**src/rtl/ddr_params_pkg.sv**
```systemverilog
// Shared SDRAM controller constants: bus widths, command encodings and the
// auto-refresh scheduler state encoding.
package ddr_params;

    localparam int DDR_ADDR_WIDTH = 13;
    localparam int DDR_BA_WIDTH   = 2;

    // {CS_N, RAS_N, CAS_N, WE_N}
    localparam logic [3:0] CMD_NOP  = 4'b0111;
    localparam logic [3:0] CMD_PRE  = 4'b0010;
    localparam logic [3:0] CMD_AREF = 4'b0001;

    typedef enum logic [2:0] {
        ST_IDLE = 3'd0,
        ST_PCHA = 3'd1,
        ST_TRP  = 3'd2,
        ST_REF  = 3'd3,
        ST_TRF  = 3'd4,
        ST_END  = 3'd5
    } aref_state_t;

endpackage

```
**src/rtl/ddr_aref_tick.sv**
```systemverilog
// Refresh interval counter: held at zero until SDRAM init completes, then
// wraps every CLK_PER_REF cycles and flags the wrap cycle as a tick.
module ddr_aref_tick #(
    parameter int CLK_PER_REF = 1249
) (
    input  logic sys_clk,
    input  logic sys_rst,
    input  logic init_end,
    output logic tick
);

    localparam int              CNT_W    = $clog2(CLK_PER_REF);
    localparam logic [CNT_W-1:0] CNT_LAST = CNT_W'(CLK_PER_REF - 1);

    logic [CNT_W-1:0] cnt;

    // NOTE: reset is synchronous, so it lives inside the clocked block as an ordinary branch.
    always_ff @(posedge sys_clk) begin
        if (sys_rst || !init_end) begin
            cnt <= '0;
        end else if (cnt == CNT_LAST) begin
            cnt <= '0;
        end else begin
            cnt <= cnt + 1'b1;
        end
    end

    assign tick = init_end && (cnt == CNT_LAST);

endmodule

```
**src/rtl/ddr_ctrl_aref_sched.sv**
```systemverilog
// Auto-refresh scheduler: accumulates refresh debt from periodic ticks and,
// on arbiter grant, issues PRECHARGE-ALL then a burst of AUTO-REFRESH.
// Define AREF_POSTPONE_EN for a multi-refresh debt counter; otherwise debt
// is a single pending flag and every sequence issues BURST_N refreshes.
module ddr_ctrl_aref_sched
    import ddr_params::*;
#(
    parameter int ADDR_WIDTH  = DDR_ADDR_WIDTH,
    parameter int BA_WIDTH    = DDR_BA_WIDTH,
    parameter int CLK_PER_REF = 1249,
    parameter int TRP_CLK     = 2,
    parameter int TRC_CLK     = 7,
    parameter int BURST_N     = 2,
    parameter int DEBT_MAX    = 8,
    parameter int URGENT_TH   = 6
) (
    input  logic                  sys_clk,
    input  logic                  sys_rst,
    input  logic                  init_end_i,
    input  logic                  aref_en_i,
    input  logic                  aref_ack_i,
    output logic                  aref_req_o,
    output logic                  aref_urgent_o,
    output logic                  aref_busy_o,
    output logic [3:0]            aref_cmd_o,
    output logic [ADDR_WIDTH-1:0] aref_addr_o,
    output logic [BA_WIDTH-1:0]   aref_ba_o,
    output logic                  aref_end_o,
    output logic [3:0]            aref_debt_o,
    output logic                  aref_overflow_o
);

    if (CLK_PER_REF < 16 || TRP_CLK < 2 || TRC_CLK < 2 || BURST_N < 1 || BURST_N > 8 ||
        DEBT_MAX < 1 || DEBT_MAX > 15 || URGENT_TH < 1 || URGENT_TH > DEBT_MAX) begin : g_bad_params
        $error("ddr_ctrl_aref_sched: parameter out of range");
    end

    // Wait counters run TRP_CLK-1 / TRC_CLK-1 cycles; the state hop and the
    // registered command add the remaining cycle of spacing.
    localparam int               WAIT_MAX   = (TRP_CLK > TRC_CLK) ? TRP_CLK : TRC_CLK;
    localparam int               WAIT_W     = $clog2(WAIT_MAX);
    localparam logic [WAIT_W-1:0] TRP_LAST  = WAIT_W'(TRP_CLK - 2);
    localparam logic [WAIT_W-1:0] TRC_LAST  = WAIT_W'(TRC_CLK - 2);
    localparam logic [3:0]        BURST_TOP = 4'(BURST_N);

    aref_state_t       state;
    logic [WAIT_W-1:0] wait_cnt;
    logic [3:0]        ref_cnt;
    logic [3:0]        burst_q;
    logic [3:0]        burst_len;
    logic [3:0]        debt;
    logic [3:0]        debt_n;
    logic              ovf;
    logic              ovf_n;
    logic              urgent_n;
    logic              req_n;
    logic              tick;
    logic              ref_now;
    logic              ack_ok;

    ddr_aref_tick #(
        .CLK_PER_REF (CLK_PER_REF)
    ) u_tick (
        .sys_clk  (sys_clk),
        .sys_rst  (sys_rst),
        .init_end (init_end_i),
        .tick     (tick)
    );

    assign ref_now = (state == ST_REF);
    assign ack_ok  = aref_ack_i && aref_req_o && (state == ST_IDLE);

`ifdef AREF_POSTPONE_EN
    localparam logic [3:0] DEBT_TOP = 4'(DEBT_MAX);

    // NOTE: every variable gets a default first so no path leaves it unassigned (no latch).
    always_comb begin
        debt_n = debt;
        ovf_n  = ovf;
        if (tick && !ref_now) begin
            if (debt == DEBT_TOP) ovf_n = 1'b1;
            else                  debt_n = debt + 4'd1;
        end else if (ref_now && !tick) begin
            debt_n = debt - 4'd1;
        end
    end

    assign burst_len = (debt < BURST_TOP) ? debt : BURST_TOP;
    assign urgent_n  = (debt_n >= 4'(URGENT_TH));
`else
    logic clr_now;

    // The pending flag is consumed by the first REF of a sequence.
    assign clr_now = ref_now && (ref_cnt == 4'd0);

    always_comb begin
        debt_n = debt;
        ovf_n  = ovf;
        if (tick && !clr_now) begin
            if (debt[0]) ovf_n = 1'b1;
            else         debt_n = 4'd1;
        end else if (clr_now && !tick) begin
            debt_n = 4'd0;
        end
    end

    assign burst_len = BURST_TOP;
    assign urgent_n  = 1'b0;
`endif

    // Request is built from next-cycle debt so it drops right after a grant
    // and rises in the first IDLE cycle after a sequence.
    assign req_n = (debt_n != 4'd0) && aref_en_i && init_end_i;

    always_ff @(posedge sys_clk) begin
        if (sys_rst) begin
            state         <= ST_IDLE;
            wait_cnt      <= '0;
            ref_cnt       <= '0;
            burst_q       <= '0;
            debt          <= '0;
            ovf           <= 1'b0;
            aref_req_o    <= 1'b0;
            aref_urgent_o <= 1'b0;
            aref_busy_o   <= 1'b0;
            aref_end_o    <= 1'b0;
            aref_cmd_o    <= CMD_NOP;
        end else begin
            debt          <= debt_n;
            ovf           <= ovf_n;
            aref_urgent_o <= urgent_n;
            aref_end_o    <= (state == ST_END);
            aref_cmd_o    <= (state == ST_PCHA) ? CMD_PRE :
                             (state == ST_REF)  ? CMD_AREF : CMD_NOP;
            aref_req_o    <= 1'b0;
            aref_busy_o   <= 1'b1;

            case (state)
                ST_IDLE: begin
                    if (ack_ok) begin
                        state   <= ST_PCHA;
                        burst_q <= burst_len;
                        ref_cnt <= '0;
                    end else begin
                        aref_req_o  <= req_n;
                        aref_busy_o <= 1'b0;
                    end
                end
                ST_PCHA: begin
                    state    <= ST_TRP;
                    wait_cnt <= '0;
                end
                ST_TRP: begin
                    if (wait_cnt == TRP_LAST) state <= ST_REF;
                    else                      wait_cnt <= wait_cnt + 1'b1;
                end
                ST_REF: begin
                    state    <= ST_TRF;
                    ref_cnt  <= ref_cnt + 4'd1;
                    wait_cnt <= '0;
                end
                ST_TRF: begin
                    if (wait_cnt == TRC_LAST) state <= (ref_cnt < burst_q) ? ST_REF : ST_END;
                    else                      wait_cnt <= wait_cnt + 1'b1;
                end
                ST_END: begin
                    state       <= ST_IDLE;
                    aref_req_o  <= req_n;
                    aref_busy_o <= 1'b0;
                end
                default: state <= ST_IDLE;
            endcase
        end
    end

    assign aref_addr_o     = '1;
    assign aref_ba_o       = '1;
    assign aref_debt_o     = debt;
    assign aref_overflow_o = ovf;

endmodule

```
**config.mk**
```make
export PLATFORM = sky130hd
export DESIGN_NAME = ddr_ctrl_aref_sched
export DESIGN_NICKNAME = d
export VERILOG_FILES = /design/src/rtl/ddr_params_pkg.sv /design/src/rtl/ddr_aref_tick.sv /design/src/rtl/ddr_ctrl_aref_sched.sv
export SDC_FILE = /design/constraint.sdc
export NUM_CORES = 1
export LEC_CHECK = 0
export CAP_MARGIN = 30
export CORE_MARGIN = 8
export CORE_UTILIZATION = 45
export CTS_CLUSTER_SIZE = 24
export DETAILED_ROUTE_END_ITERATION = 10
export HOLD_SLACK_MARGIN = 0.03
export PLACE_DENSITY = 0.71
export SYNTH_ARGS = -nofsm -noshare
export SYNTH_HDL_FRONTEND = slang
export SYNTH_SLANG_ARGS = --single-unit
```
**constraint.sdc**
```tcl
create_clock -name sys_clk -period 2.2 [get_ports sys_clk]
set_input_delay 0.22 -clock sys_clk [delete_from_list [all_inputs] [get_ports sys_clk]]
set_output_delay 0.22 -clock sys_clk [all_outputs]
set_load 0.005 [all_outputs]
```
==> summary.md, run 1 <==
| Metric | Value |
|---|---|
| Status | completed |
| RSZ-0062 raised after global routing | false |
| Worst Hold Path Cells | 1 |
| Clk pin slew, worst setup/hold paths | 0.09 ns |
| Row count | 22 |
| Worst Path Arrival | 1.95 ns |
| Worst setup path endpoint | aref_req_o$_SDFF_PP0_ |
| Clock latency on the worst-skew pair | 0.34 ns |
| # IOs | 33 |
| GR Overflow Total | 0 |
| CP Capture Type | register |
| Crit path from | state[2]$_SDFFE_PP0P_ |
| Total GRT Usage | a little over a tenth |
| Final setup viols | 0 |
| Worst R2R End | aref_req_o$_SDFF_PP0_ |
| Pre-Repair DR Iteration Count | 4 |
| H-tree depth | 2 |
| Setup tns final | 0 ns |
| Reg-to-reg slack, setup | 0.50 ns |
| DRC | 0 |
| Synth top area cells | dfxtp_1, buf_4, ha_1, nor2_1, nand2_1 |
| Worst slew pin tran | between 0.4 and 0.5 ns |
| Area fraction of the dominant cell type after synthesis | ~40% |
| Fraction of layout cells with a size suffix above 1 | 7.282% |
| Sequential cell area | approximately 660 µm² |
| Post-DP HPWL | 2204 µm |
| Worst min-delay path category | reg2reg |
| Final Power | 0.0009788 W |
| Final nets | about 220 |
| Setup Buffers After CTS | 0 |
| Die W | 76.49 µm |
| Post-Syn Area | 1647 µm² |
| Reg2Reg Launch Point | state[2]$_SDFFE_PP0P_ |
| Setup WS pre-CTS | 0.5050 ns |
| Critical path type | reg2reg |
| Worst reg-to-reg path cell count | 4 |
| Register area share after synthesis | 40.12% |
| Final WL | around 3000 µm |
| Die Y | between 70 and 80 µm |
| Clock Skews | between 0.004 and 0.005 ns |
| Setup ws final | approximately 0.50 ns |
| Via count of the first global-routing pass | ~1.1k |
| Final min period | between 1.5 and 2 ns |
| Power per cell area | around 530 nW/µm² |
| #FFs+latches synth | 33 |
| Yosys Warn Count | 0 |
| Sink Count | 33 |
| DRT antenna net count | 0 |
| Max_slew headroom | between 60% and 70% |
| Worst Path Max Fanout | 12 |
| PostCTS Resize Cnt | 0 |
| CP Launch Type | register |
| Antenna violations before repair | 0 |
| Inserted Clock Buffers | 5 |
| Vias | 1231 |
| Final hold viol count | 0 |
| Multi-input logic area | 859.6 µm² |
| Die area | 5851 µm² |
| Max Cap Violations | 0 |
| Core Box Area | 3578 µm² |
| Leakage power | 0.7118 nW |
| Syn Inst Count | 188 |
| Drt via density | 4.846 |
| VDD IR max | 321.2 µV |
| Initial DRC count | 85 |
| Port Buffers | 15 |
| Starting Density | 46.01% |
| Post-synth cell types | 40 |
| Max-slew violations | 0 |
| ANT cells | 0 |
| CP required | roughly 2.4 ns |
| Avg Inst Size Synth | 8.758 µm² |
| Yosys top cell by area | dfxtp_1 |
| Fillers | roughly 340 |
| # hold bufs at CTS | 0 |
| Pin count of the biggest net entering global routing | 14 |
| Post-route clock period utilization | 77.49% |
| Layout Area Growth over Synthesis | 11.85% |
| First-pass GRT wire length | 5050 µm |
| Routed len/inst | 11.75 µm |
| Max Freq | 586.6 MHz |
| Clock Path Buffers | 2 |
| CTS tree | done |
| Final Wtd Congestion | 0.8259 |
| Root Buffer | clkbuf_4 |
==> sequential cells by signal, summed over array words and instances, names as in the netlist <==
register / count
u_tick.cnt: 11
aref_debt_o: 4
ref_cnt: 4
aref_cmd_o: 3
state: 3
wait_cnt: 3
aref_busy_o: 1
aref_end_o: 1
aref_overflow_o: 1
aref_req_o: 1
burst_q: 1
==> metrics by stage <==
stage / utilization, % / area [µm²] / hold slack (ns) / cells
after floorplan: - / 1703 / 0.2961 / 203
after global placement: 49.93 / 1787 / 0.4508 / 247
after detailed placement: 49.93 / 1787 / 0.4677 / 247
after CTS: 51.47 / 1842 / 0.4885 / 254
after global routing: 51.47 / 1842 / 0.5244 / 254
final: 51.47 / 1842 / 0.4857 / 254
==> cells in the mapped netlist <==
master	count
dfxtp_1	33
nor2_1	19
buf_4	17
nand2_1	15
inv_1	9
ha_1	7
a21oi_1	6
nand3_1	6
nor3_1	5
nor3b_1	5
xor2_1	5
nand4_1	4
o21ai_0	4
xnor2_1	4
a21boi_0	3
and3_1	3
and3b_1	3
clkbuf_1	3
nand2b_1	3
o21a_1	3
or2_2	3
or3_1	3
a31oi_1	2
and2_1	2
buf_2	2
conb_1	2
mux2i_1	2
nor2b_1	2
o211ai_1	2
a2111oi_0	1
a22oi_1	1
a31o_2	1
and4_1	1
maj3_1	1
nand4bb_1	1
nor4_4	1
o311ai_1	1
o32ai_1	1
or4_1	1
or4b_4	1
==> layout make-up <==
class / instances / area share (%)
Sequential cell: 33 / 35.87
Tap cell: 48 / 3.261
Multi-Input combinational cell: 139 / 46.67
Clock buffer: 7 / 2.989
Inverter: 9 / 1.834
Timing Repair Buffer: 18 / 9.375
==> power breakdown <==
group          leakage, nW  internal (W)   total, W  switching [W]
Clock               0.0314      0.000151   0.000343       0.000192
Sequential           0.266      0.000599   0.000601     0.00000200
Combinational        0.414     0.0000126  0.0000351      0.0000225
==> cells by family after synthesis <==
kind of cell | Yosys count | share of synthesized area (%)
mux | 2 | 1.216
flops | 33 | 40.12
other cells | 2 | 0.4561
simple gates | 78 | 26.37
xor+xnor | 9 | 4.787
compound gates | 25 | 10.03
fa+ha+maj | 8 | 5.927
buf+inv | 31 | 11.09
==> how the worst min path moves through the flow <==
| stage | from | end | slack [ns] |
|---|---|---|---|
| after global placement | burst_q[1]$_SDFFE_PP0P_ | burst_q[1]$_SDFFE_PP0P_ | 0.45 |
| after global routing | aref_debt_o[3]$_SDFF_PP0_ | aref_debt_o[3]$_SDFF_PP0_ | 0.52 |
| after detailed placement | u_tick.cnt[0]$_SDFF_PP0_ | u_tick.cnt[0]$_SDFF_PP0_ | 0.47 |
| after CTS | ref_cnt[3]$_SDFFE_PP0P_ | ref_cnt[3]$_SDFFE_PP0P_ | 0.49 |
| final | u_tick.cnt[0]$_SDFF_PP0_ | u_tick.cnt[0]$_SDFF_PP0_ | 0.49 |
| after floorplan | sys_rst | aref_debt_o[1]$_SDFF_PP0_ | 0.30 |
==> critical path, stage by stage (launching register included) <==
cell     delay [ns]
dfxtp_1        0.42
and3b_1        0.43
nand3_1        0.21
maj3_1         0.38
and3_1         0.17
==> placed cells by master (no fill, tap or decap), types with 3 or more instances in the layout <==
master           instances
nand2b_1                 3
a21oi_1                  6
nand4_1                  4
ha_1                     7
nor2_1                  19
o21a_1                   3
nor3b_1                  5
nand3_1                  6
xor2_1                   5
a21boi_0                 3
and3_1                   3
dfxtp_1                 33
o21ai_0                  4
conb_1                  17
nand2_1                 15
nor3_1                   5
or3_1                    3
or2_2                    3
buf_4                    3
clkdlybuf4s50_1         15
xnor2_1                  4
inv_1                    9
clkbuf_4                 5
and3b_1                  3
==> metal layers <==
metal	track usage [%]	wire, µm
met1	11.81	1398
met4	6.346	67
met5	0	0
met2	15.77	1287
met3	6.132	232
(Power assumes the default switching activity.)
==> run 2: changes to the inputs <==
- clock period: 2.2 -> 1.6 ns (I/O delays scaled with it)
==> run 2 against run 1 <==
- non-clock buffer count rose by 14
- sequential share of layout area shrank 2.5 points
- flip-flop and latch count stayed put
- the flow now finishes with violations (setup timing)
- register-to-register slack got worse by 0.51 ns
- power grew 54%
- count of clock-buffer cells in the layout is 2 lower
- critical path type unchanged
- largest power group unchanged
- via count grew 5.0%
- setup slack lost 0.51 ns
- largest cell class unchanged
- die area unchanged
==> summary.md, run 2 (synthesis results as in run 1) <==
| Metric | Value |
|---|---|
| Sink Count | 33 (unchanged) |
| Final min period | 1.611 ns (-0.09430 ns) |
| GR Overflow Total | 0 (unchanged) |
| Vias | 1292 (+5.0%) |
| Core Box Area | 3578 µm² (unchanged) |
| Antenna violations before repair | 0 (unchanged) |
| Final WL | 3140 µm (+5.2%) |
| CTS tree | done |
| Worst R2R End | aref_req_o$_SDFF_PP0_ |
| Crit path from | u_tick.cnt[2]$_SDFF_PP0_ |
| Fraction of layout cells with a size suffix above 1 | 14.93% (+7.7 points) |
| Setup WS pre-CTS | 0.0006293 ns (-0.5044 ns) |
| Post-DP HPWL | 2419 µm (+9.8%) |
| Final Power | 0.001504 W (+54%) |
| First-pass GRT wire length | 5402 µm (+7.0%) |
| Layout Area Growth over Synthesis | 20.29% |
| Initial DRC count | 80 (-5.9%) |
| Met3 WL | 206 µm (-11%) |
| Final nets | 232 (+6.4%) |
| Row count | 22 (unchanged) |
| Pre-Repair DR Iteration Count | 4 (unchanged) |
| Die area | 5851 µm² (unchanged) |
| CP peak stage delay | 0.55 ns (+0.12 ns) |
| Pin count of the biggest net entering global routing | 13 (-1) |
| Status | finished with violations |
| DRC | 0 (unchanged) |
| Worst reg-to-reg path cell count | 5 (+1) |
| Clock latency on the worst-skew pair | 0.34 ns (about the same) |
| Routed len/inst | 11.67 µm (-0.67%) |
| Max FFs per register | 11 (unchanged) |
| Starting Density | 46.01% (unchanged) |
| Port Buffers | 15 (unchanged) |
| Worst Path Arrival | 1.90 ns (-0.05 ns) |
| CP Capture Type | register |
| Worst setup path endpoint | aref_req_o$_SDFF_PP0_ |
| Clk pin slew, worst setup/hold paths | 0.11 ns (+0.02 ns) |
| Setup Buffers After CTS | 0 (unchanged) |
| Final setup viols | 3 (+3) |
| Max Freq | 620.9 MHz (+5.9%) |
| Power per cell area | 759.2 nW/µm² (+43%) |
| Wl on met1 | 1479 µm (+5.8%) |
| H-tree depth | 2 (unchanged) |
| RSZ-0062 raised after global routing | true |
| # IOs | 33 (unchanged) |
| Failing checks | setup timing |
| Die Y | 76.49 µm (unchanged) |
| Most frequent cells in the layout | dfxtp_1, nor2_1, conb_1, buf_4 |
| Final hold viol count | 0 (unchanged) |
| CP required | 1.89 ns (-0.55 ns) |
| Clock Skews | 0.009228 ns (+0.005208 ns) |
| Reg-to-reg slack, setup | -0.01 ns (-0.51 ns) |
| Levels on crit path | 5 (+1) |
| VDD IR max | 426.3 µV (+33%) |
| Largest register by flop count | u_tick.cnt |
| Final core occ | 55.35% (+3.9 points) |
| Final Wtd Congestion | 0.7844 (-5.0%) |
| ANT cells | 0 (unchanged) |
| Die W | 76.49 µm (unchanged) |
| CP delay by family, top | simple AND/OR/NAND/NOR gates |
| Commonest non-fill, non-tap cell in the layout | dfxtp_1 |
| DRT antenna net count | 0 (unchanged) |
| Critical path type | reg2reg |
| Hold wc startpoint | ref_cnt[3]$_SDFFE_PP0P_ |
| Max Cap Violations | 0 (unchanged) |
| Post-route clock period utilization | 100.7% (+23 points) |
| Root Buffer | clkbuf_4 |
| Top Layer Used | met4 |
| Max-slew violations | 0 (unchanged) |
| Inserted Clock Buffers | 5 (unchanged) |
| Cells along the critical path | or4b_4, nor4_4, buf_4, maj3_1, and3_1 |
| Total GRT Usage | 11.25% (+0.50 points) |
| Worst min-delay path category | reg2reg |
| Worst Path Max Fanout | 3 (-9) |
| Leakage power | 0.8006 nW (+12%) |
| Drt via density | 4.803 (-0.90%) |
| Slowest cell on crit path | or4b_4 |
| Reg2Reg Launch Point | u_tick.cnt[2]$_SDFF_PP0_ |
| Worst Path Buf+Inv | 1 (+1) |
| CP Launch Type | register |
| Clock Path Buffers | 2 (unchanged) |
| Via count of the first global-routing pass | 1255 (+9.5%) |
| Wire length on met2 | 1393 µm (+8.2%) |
| Setup ws final | -0.01051 ns (-0.5057 ns) |
## run 2: worst reg2reg max path, cell delays in order (launching register included)
cell	delay, ns
dfxtp_2	0.34
or4b_4	0.55
nor4_4	0.21
buf_4	0.17
maj3_1	0.14
and3_1	0.14
## run 2: where the power goes
part	leakage, nW	switching (W)	internal [W]
combinational	0.493	0.0000324	0.0000202
clock	0.0414	0.000296	0.000331
sequential	0.267	0.00000108	0.000823
total	0.801	0.000330	0.00117
## run 2: timing repair
action | 4_1_cts | 5_1_grt
hold buffers | 0 | 0
setup endpoints to repair | 3 | 18
resized for setup | 0 | 3
pin swaps | 0 | 2
## run 2: routing by layer
metal  vias to the layer above  GRT usage [%]
met1                       586          12.53
li1                        672              -
met5                         -              0
met3                         6          5.778
met4                         0          5.192
met2                        28          17.40
## run 2: worst min path at each step
stage	endpoint	slack, ns	cells after the start
floorplan	aref_debt_o[1]$_SDFF_PP0_	0.24	1
global placement	burst_q[1]$_SDFFE_PP0P_	0.46	2
detailed placement	burst_q[1]$_SDFFE_PP0P_	0.47	2
CTS	ref_cnt[3]$_SDFFE_PP0P_	0.49	2
global route	burst_q[1]$_SDFFE_PP0P_	0.52	2
finish	ref_cnt[3]$_SDFFE_PP0P_	0.49	2
## run 2: cell type report
cell class                 instances  area [µm²]
inverter                           9       33.78
multi-input combinational        139       863.3
fill                             334        1598
tap                               48       60.06
clock buffer                       5       37.54
sequential                        33       661.9
clock inverter                     3       46.29
timing repair buffer              32       277.8
## run 2: metrics by stage
step | cells | setup TNS, ns | instance area [µm²] | hold WS (ns)
6_report | 269 | -0.01755 | 1981 | 0.4868
2_1_floorplan | 203 | 0 | 1703 | 0.2361
3_5_place_dp | 261 | 0 | 1892 | 0.4740
3_3_place_gp | 261 | 0 | 1892 | 0.4612
4_1_cts | 269 | -0.05240 | 1976 | 0.4926
5_1_grt | 269 | -0.7783 | 1981 | 0.5229
